==> src/rtl/instr_decode_stage.sv <==
// Registered decode stage of the 8-bit nRisc datapath: one-entry output register
// with valid/ready handshake, HALT latch and issued-instruction counter.
module instr_decode_stage #(
  parameter logic [3:0] HALT_OPC = 4'b1111,
  parameter int         CNT_W    = 8
) (
  input  logic             clock,
  input  logic             reset,
  input  logic [7:0]       instr_in,
  input  logic             instr_valid,
  output logic             instr_ready,
  input  logic             dec_ready,
  output logic             dec_valid,
  output logic [3:0]       opcode,
  output logic [1:0]       rd,
  output logic [1:0]       rs,
  output logic [1:0]       imm2,
  output logic [1:0]       alu_op,
  output logic             alu_src_imm,
  output logic             reg_write,
  output logic             mem_read,
  output logic             mem_write,
  output logic             mem_to_reg,
  output logic             branch,
  output logic             jump,
  output logic             illegal,
  output logic             halted,
  output logic [CNT_W-1:0] issued_cnt
);

  typedef enum logic [1:0] {EMPTY, FULL, HALTING, HALTED} state_t;

  typedef struct packed {
    logic [1:0] alu_op;
    logic       alu_src_imm;
    logic       reg_write;
    logic       mem_read;
    logic       mem_write;
    logic       mem_to_reg;
    logic       branch;
    logic       jump;
    logic       illegal;
  } ctrl_t;

  // HALT is tested first so a HALT_OPC override always wins over the table.
  function automatic ctrl_t decode(input logic [3:0] opc);
    ctrl_t c;
    c = '0;
    if (opc != HALT_OPC) begin
      case (opc)
        4'b0000: ;
        4'b0001: c.reg_write = 1'b1;
        4'b0010: begin c.reg_write = 1'b1; c.alu_op = 2'b01; end
        4'b0011: begin c.reg_write = 1'b1; c.alu_op = 2'b10; end
        4'b0100: begin c.reg_write = 1'b1; c.alu_op = 2'b11; end
        4'b0101: begin c.reg_write = 1'b1; c.alu_src_imm = 1'b1; end
        4'b0110: begin c.mem_read = 1'b1; c.reg_write = 1'b1; c.mem_to_reg = 1'b1; end
        4'b0111: c.mem_write = 1'b1;
        4'b1000: begin c.branch = 1'b1; c.alu_op = 2'b01; end
        4'b1001: c.jump = 1'b1;
        default: c.illegal = 1'b1;
      endcase
    end
    return c;
  endfunction

  state_t           state_p1, state_nx;
  ctrl_t            ctrl_p1;
  logic [3:0]       opcode_p1;
  logic [1:0]       rd_p1, rs_p1;
  logic             halted_p1;
  logic [CNT_W-1:0] cnt_p1;
  logic             load, out_xfer;

  assign dec_valid = (state_p1 == FULL) || (state_p1 == HALTING);
  assign load      = instr_valid && instr_ready;
  assign out_xfer  = dec_valid && dec_ready;

  always_comb begin
    state_nx    = state_p1;
    instr_ready = 1'b0;
    case (state_p1)
      EMPTY: begin
        instr_ready = 1'b1;
        if (instr_valid) state_nx = (instr_in[7:4] == HALT_OPC) ? HALTING : FULL;
      end
      FULL: begin
        instr_ready = dec_ready;
        if (dec_ready && instr_valid)
          state_nx = (instr_in[7:4] == HALT_OPC) ? HALTING : FULL;
        else if (dec_ready)
          state_nx = EMPTY;
      end
      HALTING: if (dec_ready) state_nx = HALTED;
      HALTED:  state_nx = HALTED;
      default: state_nx = EMPTY;
    endcase
  end

  always_ff @(posedge clock) begin
    if (reset) state_p1 <= EMPTY;
    else       state_p1 <= state_nx;
  end

  // Stage p1: output register, loaded only on an input transfer so a stall holds it.
  always_ff @(posedge clock) begin
    if (reset) begin
      ctrl_p1   <= '0;
      opcode_p1 <= '0;
      rd_p1     <= '0;
      rs_p1     <= '0;
      halted_p1 <= 1'b0;
      cnt_p1    <= '0;
    end else begin
      if (load) begin
        ctrl_p1   <= decode(instr_in[7:4]);
        opcode_p1 <= instr_in[7:4];
        rd_p1     <= instr_in[3:2];
        rs_p1     <= instr_in[1:0];
      end
      if (out_xfer) cnt_p1 <= cnt_p1 + CNT_W'(1);
      if ((state_p1 == HALTING) && dec_ready) halted_p1 <= 1'b1;
    end
  end

  assign opcode      = opcode_p1;
  assign rd          = rd_p1;
  assign rs          = rs_p1;
  assign imm2        = rs_p1;
  assign alu_op      = ctrl_p1.alu_op;
  assign alu_src_imm = ctrl_p1.alu_src_imm;
  assign reg_write   = ctrl_p1.reg_write;
  assign mem_read    = ctrl_p1.mem_read;
  assign mem_write   = ctrl_p1.mem_write;
  assign mem_to_reg  = ctrl_p1.mem_to_reg;
  assign branch      = ctrl_p1.branch;
  assign jump        = ctrl_p1.jump;
  assign illegal     = ctrl_p1.illegal;
  assign halted      = halted_p1;
  assign issued_cnt  = cnt_p1;

endmodule
==> config.mk <==
export PLATFORM = sky130hd
export DESIGN_NAME = instr_decode_stage
export DESIGN_NICKNAME = d
export VERILOG_FILES = /design/src/rtl/instr_decode_stage.sv
export SDC_FILE = /design/constraint.sdc
export NUM_CORES = 1
export LEC_CHECK = 0
export CORE_MARGIN = 4
export CORE_UTILIZATION = 45
export DETAILED_ROUTE_END_ITERATION = 6
export GPL_TIMING_DRIVEN = 0
export HOLD_SLACK_MARGIN = 0.15
export PLACE_DENSITY = 0.8
export SLEW_MARGIN = 10
export SYNTH_ARGS = -nofsm -noshare
export SYNTH_HDL_FRONTEND = slang
export SYNTH_SLANG_ARGS = --single-unit
==> constraint.sdc <==
create_clock -name clock -period 1.8 [get_ports clock]
set_input_delay 0.36 -clock clock [delete_from_list [all_inputs] [get_ports clock]]
set_output_delay 0.36 -clock clock [all_outputs]
set_load 0.01 [all_outputs]
After elaboration in Yosys (flattened, before gate mapping)
Index checks and enable logic that the tools add are counted.
Widths: inputs -> output; s select.
{ "word_totals": {"register_bits": 29, "word_cells": 60} }
{ "classes": {"addsub": 1, "n_eq_ne": 17, "muxes": 16, "reduce_logical": 11} }
{ "ops": {"columns": ["op", "n"], "rows": [
  ["$eq 4x3->1 const B", 4],
  ["$eq 4x4->1 const B", 3],
  ["$mux 10", 1],
  ["$mux 2", 5],
  ["$reduce_or 10->1", 1],
  ["$add 8x1->8 const B", 1],
  ["$eq 4x2->1 const B", 2],
  ["$pmux 2 s4", 1],
  ["$mux 1", 7],
  ["$pmux 2 s3", 1],
  ["$reduce_or 6->1", 1],
  ["$eq 2x2->1 const B", 2],
  ["$eq 4x1->1 const B", 1],
  ["$logic_and 1x1->1", 4],
  ["$logic_not 4->1", 1],
  ["$ne 2x2->1 const B", 2],
  ["$ne 4x4->1 const B", 1],
  ["$ne 3x2->1 const B", 1],
  ["$reduce_and 3->1", 1],
  ["$eq 2x1->1 const B", 1],
  ["$logic_not 2->1", 1],
  ["$pmux 1 s2", 1],
  ["$reduce_or 2->1", 1],
  ["$logic_or 1x1->1", 1]
]} }

Logic depth before layout (Yosys ltp)
Gate-level depths: netlist of the first run.
{ "depth": {"word_depth": 4, "mapped_depth": 8, "depth_no_buf": 6} }

Least setup slack after synthesis of the first run
No wires, ideal clock.
{ "synth_path": {"kind": "register -> register", "from": "register state_p1[0]", "to": "register cnt_p1[7] (netlist: issued_cnt[7])", "setup_ns": 0.070, "t_arrival_ns": 1.493, "required_time_ns": 1.730, "path_slack_ns": 0.237, "path_stages_with_launch": 6, "path_cell_list": "dfxtp_1 inv_1 ha_1 nand4_1 or4_1 a21oi_1"} }
{ "synth_between": {"elab_chain_len": 3, "word_cells_on_any_way": 4} }
{ "synth_lines": {"columns": ["element", "line", "rtl"], "rows": [
  ["start: declaration", "67", "state_t state_p1, state_nx;"],
  ["start signal: assignment", "102", "else state_p1 <= state_nx;"],
  ["$eq 2x1->1 / $eq 2x2->1 (equally long branches)", "75", "assign dec_valid = (state_p1 == FULL) || (state_p1 == HALTING);"],
  ["$logic_or 1x1->1 (*)", "75", null],
  ["named net dec_valid", "13", "output logic dec_valid,"],
  ["$logic_and 1x1->1 (*)", "77", "assign out_xfer = dec_valid && dec_ready;"],
  ["end signal: assignment", "121", "if (out_xfer) cnt_p1 <= cnt_p1 + CNT_W'(1);"],
  ["end: declaration", "72", "logic [CNT_W-1:0] cnt_p1;"]
]} }
Mark *: on every way through the listed nets, which the timed path passes. The rest lies on a longest branch.
A chain may end at the register's enable or synchronous reset.

Worst setup path in the final report of the first run
{ "layout_path": {"from": "register state_p1[0]", "to": "output port instr_ready"} }
{ "layout_between": {"elab_chain_len": 2, "word_cells_on_any_way": 3} }
{ "layout_lines": {"columns": ["element", "line", "rtl"], "rows": [
  ["$eq 2x1->1 / $logic_not 2->1 (equally long branches)", "82", "case (state_p1)"],
  ["$pmux 1 s2 (*)", "82", null],
  ["end: declaration", "11", "output logic instr_ready,"]
]} }
Every way passes the cells marked *; elsewhere a longest branch is shown, timed or not.

==> out/qor.txt, run 1 <==
Status - completed
All-Layer GR Usage - 0.195
WL final - 3.86 mm
CP Class - register to output pin
Final period util - 0.969
Final setup fails - 0
Synth Instances - 160
Max Fclk - 0.573 GHz
Distinct cell type count after synthesis - 33
Drt wl/cell - 15.9 µm
Filler cell count - 228
Final hold viol count - 0
Antenna diode count - 0
TritonRoute pass-1 iters - 4
Initial antenna violation count - 0
Share of cells above drive strength 1 - 0.156
DIE WIDTH - 62.8 µm
Crit end category - output pin
Simple-gate share of the synthesized area - 0.187
Max H-tree Level - 1
Clock Skew - 7.86 ps
Post-synthesis xor/xnor area fraction - 0.0194
Ports - 43
Leakage - 0.000688 µW
Syn avg cell area - 8.45 µm²
CP max FO - 5
Layout Cells excl Fill - 243
DRC - 0
Crit path max-delay family - flip-flops
Root Driver - clkbuf_4
Vias/cell - 5.85
Sequential element share of the synthesized area - 0.415
Placeable Area - 0.00281 mm²
Placed cells - 231
Die area - 0.00394 mm²
Most frequent cells in the layout - 37 x clkdlybuf4s50_1, 26 x dfxtp_1, 23 x a21oi_1
PD cells - 621 mW/mm²
CP dominant cell by count - buf_6
Total number of vias - 1421
Worst VDD drop - 601 µV
Cells along the critical path - inv_4 > ha_4 > a21oi_4 > buf_6 > clkinv_8 > buf_6
Headroom to the max-slew limit - 0.682
Syn nets - 177
CTS tree - yes
# rows - 19
Clk Latency, worst-skew pair - 320 ps
Initial DRC Count - 61
Uppermost layer routed - met4
Clock Path Buffers - 2
WP data arrival - 1380 ps
Mux contribution to synthesized area - 0
Layout Nets - 231
Flops & latches, synth - 28
Commonest non-fill, non-tap cell in the layout - clkdlybuf4s50_1
Met3 wire length - 213 µm
Max-cap violations - 0
Metal2 WL - 1.95 mm
Worst Max-Slew Pin Slew - 476 ps
Die H - 62.8 µm
Largest family of logic cells by synthesized area - compound AO/OA/AOI/OAI gates
Worst Path Buf+Inv - 4
Worst Hold Class - primary input to register
Post-layout util - 0.690
Total number of yosys warnings - 0
Worst-path clk slew - 140 ps
Compound-Gate Fraction of Synth Area - 0.250
Initial Util - 0.482
Data required, critical path - 1440 ps
Area growth syn-to-layout - 43.1%
Mapped cell area - 0.00135 mm²
Post-synthesis adder-cell area fraction - 0.0463
RSZ-0062 raised after global routing - true
CTS Buf Count - 3
DP HPWL - 2.66 mm
Max-slew violations - 0
Slowest CP cell - dfxtp_4
Largest net degree at the start of global routing - 15
Post-route minimum period - 1740 ps
Vias in the first global route - 1437
Placer Congestion - 0.776
Clock sink total - 28
IO Port Bufs - 40
Total global routing overflow - 0
Max incr delay on CP - 410 ps
First-pass GRT wire length - 6.41 mm
Remaining antenna violation count - 0
Critical Path Start Type - register
M1 WL - 1.66 mm
[cell type report]
class / count / area, µm² / share of cell area
well taps: 31 / 38.8 / 0.0201
flip-flops and latches: 28 / 566 / 0.292
multi-input cells: 109 / 712 / 0.368
inverters: 8 / 45.0 / 0.0233
clock buffers: 3 / 22.5 / 0.0116
repair buffers: 50 / 474 / 0.245
plain buffers: 14 / 76.3 / 0.0395
[Yosys cell counts]
cell type | instances | area (µm²)
a211oi_1 | 1 | 7.51
a21oi_1 | 23 | 115
a21oi_2 | 1 | 8.76
a221o_1 | 1 | 10.0
a32o_1 | 2 | 20.0
and4_1 | 2 | 17.5
buf_2 | 5 | 25.0
buf_4 | 3 | 22.5
buf_6 | 1 | 11.3
clkbuf_1 | 6 | 22.5
dfxtp_1 | 28 | 561
ha_1 | 5 | 62.6
inv_1 | 8 | 30.0
nand2_1 | 5 | 18.8
nand2b_1 | 3 | 18.8
nand3_1 | 12 | 60.1
nand3b_1 | 1 | 7.51
nand4_1 | 4 | 25.0
nand4b_1 | 1 | 8.76
nor2_1 | 5 | 18.8
nor3b_1 | 1 | 7.51
o211ai_1 | 1 | 7.51
o21a_1 | 1 | 7.51
o21ai_0 | 20 | 100
o21ba_2 | 2 | 20.0
o31ai_1 | 2 | 15.0
o32ai_1 | 2 | 17.5
o41ai_1 | 1 | 8.76
or3_1 | 5 | 31.3
or3b_2 | 1 | 8.76
or4_1 | 4 | 30.0
xnor2_1 | 1 | 8.76
xor2_1 | 2 | 17.5
[logic make-up (layout without fill, tap and decap cells)]
kind of cell             Yosys count  in the layout
buffers and inverters             23             75
flip-flops                        28             28
AO/OA/AOI/OAI                     57             57
AND/OR/NAND/NOR                   44             44
adder cells (fa/ha/maj)            5              5
XOR/XNOR                           3              3
[layer usage]
layer / GRT usage / vias up
li1: - / 686
met1: 0.217 / 675
met2: 0.349 / 56
met3: 0.0629 / 4
met4: 0.0634 / 0
met5: 0 / -
[path summary, 6_finish.rpt]
kind | from | to | slack, ps | cells after the start
max | state_p1[0] | instr_ready | 60 | 6
min | instr_in[6] | opcode[2] | 370 | 3
max reg2reg | state_p1[1] | mem_read | 70 | 7
min reg2reg | rd[1] | rd[1] | 490 | 2
[power by group]
part | total [µW] | internal (µW) | switching, µW
clock | 248 | 78.4 | 170
combinational | 292 | 149 | 143
sequential | 661 | 643 | 17.5
total | 1200 | 870 | 330
[sequential cells by signal (all words and copies together), names as in the netlist, 2 cells and up]
register / cells
opcode: 4
rd: 2
alu_op: 2
imm2: 2
state_p1: 2
issued_cnt: 8
[through the flow]
stage	total power [µW]	setup TNS, ps	area [µm²]	hold WS, ps	setup WS [ps]
after CTS	1180	-53.3	1880	359	-53.3
final	1200	0	1930	373	55.4
after floorplan	802	0	1350	494	237
after global routing	1260	-26.9	1930	391	-17.4
after detailed placement	916	-2090	1790	468	-672
after global placement	908	-1930	1790	446	-689
[repair_timing]
| action | 4_1_cts | 5_1_grt |
|---|---|---|
| gates resized for setup | 22 | 3 |
| cloned | 0 | 0 |
| setup buffers | 2 | 8 |
| pin swaps | 1 | 1 |
| hold buffers | 0 | 0 |
| endpoints found under the setup margin | 2 | 3 |
[worst reg2reg max path, cell delays in order, from the launching register on]
cell	delay [ps]
dfxtp_2	350
inv_2	110
ha_4	180
a21oi_4	40
buf_6	140
buf_4	160
or4_1	530
a21oi_1	150
Note: power is estimated with default switching activity, not from simulation.
==> run 2, diff against run 1 <==
- SLEW_MARGIN: 10 -> 25
==> results of run 2 <==
Same layout as run 1: the final DEF is identical, and so are final timing and power.
==> run 3, diff against run 2 <==
- CORE_MARGIN: 4 -> default
- PLACE_DENSITY: 0.8 -> default
- PLACE_DENSITY_LB_ADDON: default -> 0.25
==> run 3 against run 2 <==
  * The run now ends with design-rule violations left
  * Final area is 1.5% lower
  * Cell count is 0.82% lower
  * Critical path depth is 1 lower
  * First-iteration DRC count is 9.8% higher
  * Worst setup slack better by 14 ps
  * Fmax is 0.83% higher
  * Sequential share of layout area is 0.44 points higher
  * Via count is 1.6% higher
  * Global-route usage is 4.2 points higher
  * Sequential power hardly changed
  * Register-to-register slack better by 80 ps
  * Worst hold slack better by 0.98 ps
==> out/qor.txt, run 3 (synthesis results as in run 1) <==
Status - finished with violations
Failing checks - design-rule violations
Commonest non-fill, non-tap cell in the layout - clkdlybuf4s50_1
Max-cap violations - 0
DRC - 10
Largest register FFs - 8
CTS tree - yes
Worst Hold Class - primary input to register
Post-layout util - 0.679
Max-slew violations - 0
Critical Path Start Type - register
Initial DRC Count - 67
Placer Congestion - 0.871
Sum Neg Setup Slack - 0 ps
PD cells - 655 mW/mm²
Initial antenna violation count - 0
CTS Buf Count - 3
Worst Slack Setup Final - 69.7 ps
Leakage - 0.000674 µW
Antenna diode count - 0
Max H-tree Level - 1
Headroom to the max-slew limit - 0.642
Die H - 56.8 µm
Hold Path Cell Cnt - 3
Drt wl/cell - 15.7 µm
DP HPWL - 2.67 mm
Vias/cell - 5.99
CP max FO - 8
Worst Hold End - opcode[2]
Remaining antenna violation count - 0
Placeable Area - 0.00281 mm²
Clock share of power - 0.252
Flop-to-flop setup slack - 150 ps
Total number of vias - 1444
Combinational Power Share - 0.221
Vias in the first global route - 1368
WP data arrival - 1370 ps
Most frequent cells in the layout - 37 x clkdlybuf4s50_1, 26 x dfxtp_1, 23 x a21oi_1
DIE WIDTH - 56.8 µm
Pre-CTS WS - -721 ps
Seq pwr share - 0.527
Worst Max-Slew Pin Slew - 537 ps
Filler cell count - 249
# rows - 19
RR Startpoint - state_p1[0]
Clock Skew - 2.73 ps
Final period util - 0.961
Clock sink total - 28
Ports - 43
Share of cells above drive strength 1 - 0.148
Area growth syn-to-layout - 41.0%
Sw Ratio - 0.276
Data required, critical path - 1440 ps
Crit end category - output pin
Post-route minimum period - 1730 ps
Die area - 0.00323 mm²
Max Fclk - 0.578 GHz
Critical R2R Capture - alu_src_imm
IO Port Bufs - 40
Largest net degree at the start of global routing - 16
Final hold viol count - 0
Root Driver - clkbuf_4
First-pass GRT wire length - 6.09 mm
Initial Util - 0.482
TritonRoute pass-1 iters - 6
Net Switching - 344 µW
Layout Nets - 228
Startpoint of the worst hold path - instr_in[6]
Worst-path clk slew - 150 ps
Final setup fails - 0
Worst R2R Path Depth - 6
Clock Path Buffers - 2
Total global routing overflow - 0
WL final - 3.78 mm
Clk Latency, worst-skew pair - 330 ps
All-Layer GR Usage - 0.237
Pint - 905 µW
Worst VDD drop - 386 µV
CP Class - register to output pin
Hold_buf cts - 0
==> run 3: cell types whose count changed in the layout (fill, tap and decap cells not counted), sizes merged <==
cell,before,now
inv,7,8
buf,19,16
clkinv,1,0
clkbuf,9,10
==> run 3: worst max-delay path, stage by stage, from the launching register on <==
cell and delay [ps]:
dfxtp_4 400, inv_2 60, ha_4 180, a21oi_4 170
inv_4 80, buf_2 140
==> run 3: how the worst max path moves through the flow <==
stage,from,end,cells past startpoint
2_1_floorplan,state_p1[0],issued_cnt[7],5
3_3_place_gp,dec_ready,instr_ready,6
3_5_place_dp,dec_ready,instr_ready,6
4_1_cts,state_p1[0],instr_ready,7
5_1_grt,state_p1[0],instr_ready,5
6_report,state_p1[0],instr_ready,5
==> run 3: per-layer routing <==
| layer | GRT usage | share of wire | vias to the layer above |
|---|---|---|---|
| met5 | 0 | 0 | - |
| met2 | 0.405 | 0.51 | 57 |
| met1 | 0.301 | 0.42 | 696 |
| li1 | - | - | 682 |
| met3 | 0.0300 | 0.049 | 9 |
| met4 | 0.0976 | 0.016 | 0 |
==> run 3: cell type report <==
cell class / instances / area (µm²) / area share
inverter: 8 / 35.0 / 0.0184
clock buffer: 4 / 36.3 / 0.0190
multi-input combinational: 109 / 712 / 0.374
tap: 31 / 38.8 / 0.0204
sequential: 28 / 566 / 0.297
timing repair buffer: 48 / 453 / 0.238
buffer: 13 / 65.1 / 0.0341
==> run 3: repair_timing <==
action / in CTS / in global routing
cloned: 0 / 0
gates resized for setup: 20 / 1
pin swaps: 0 / 1
endpoints found under the setup margin: 2 / 2
buffers inserted: 2 / 6
==> run 3: through the flow <==
stage	instance area (µm²)	power [µW]	hold slack (ps)	cells
4_1_cts	1880	1240	365	237
5_1_grt	1910	1300	375	241
6_report	1910	1250	374	241
3_3_place_gp	1790	905	449	231
2_1_floorplan	1350	802	494	160
3_5_place_dp	1790	916	456	231
==> run 3: power groups by stage <==
stage               sequential [µW]  clock, µW  combinational, µW
floorplan                       679          0                123
global placement                669          0                236
detailed placement              671          0                245
CTS                             659        320                262
global route                    662        340                297
finish                          658        314                276
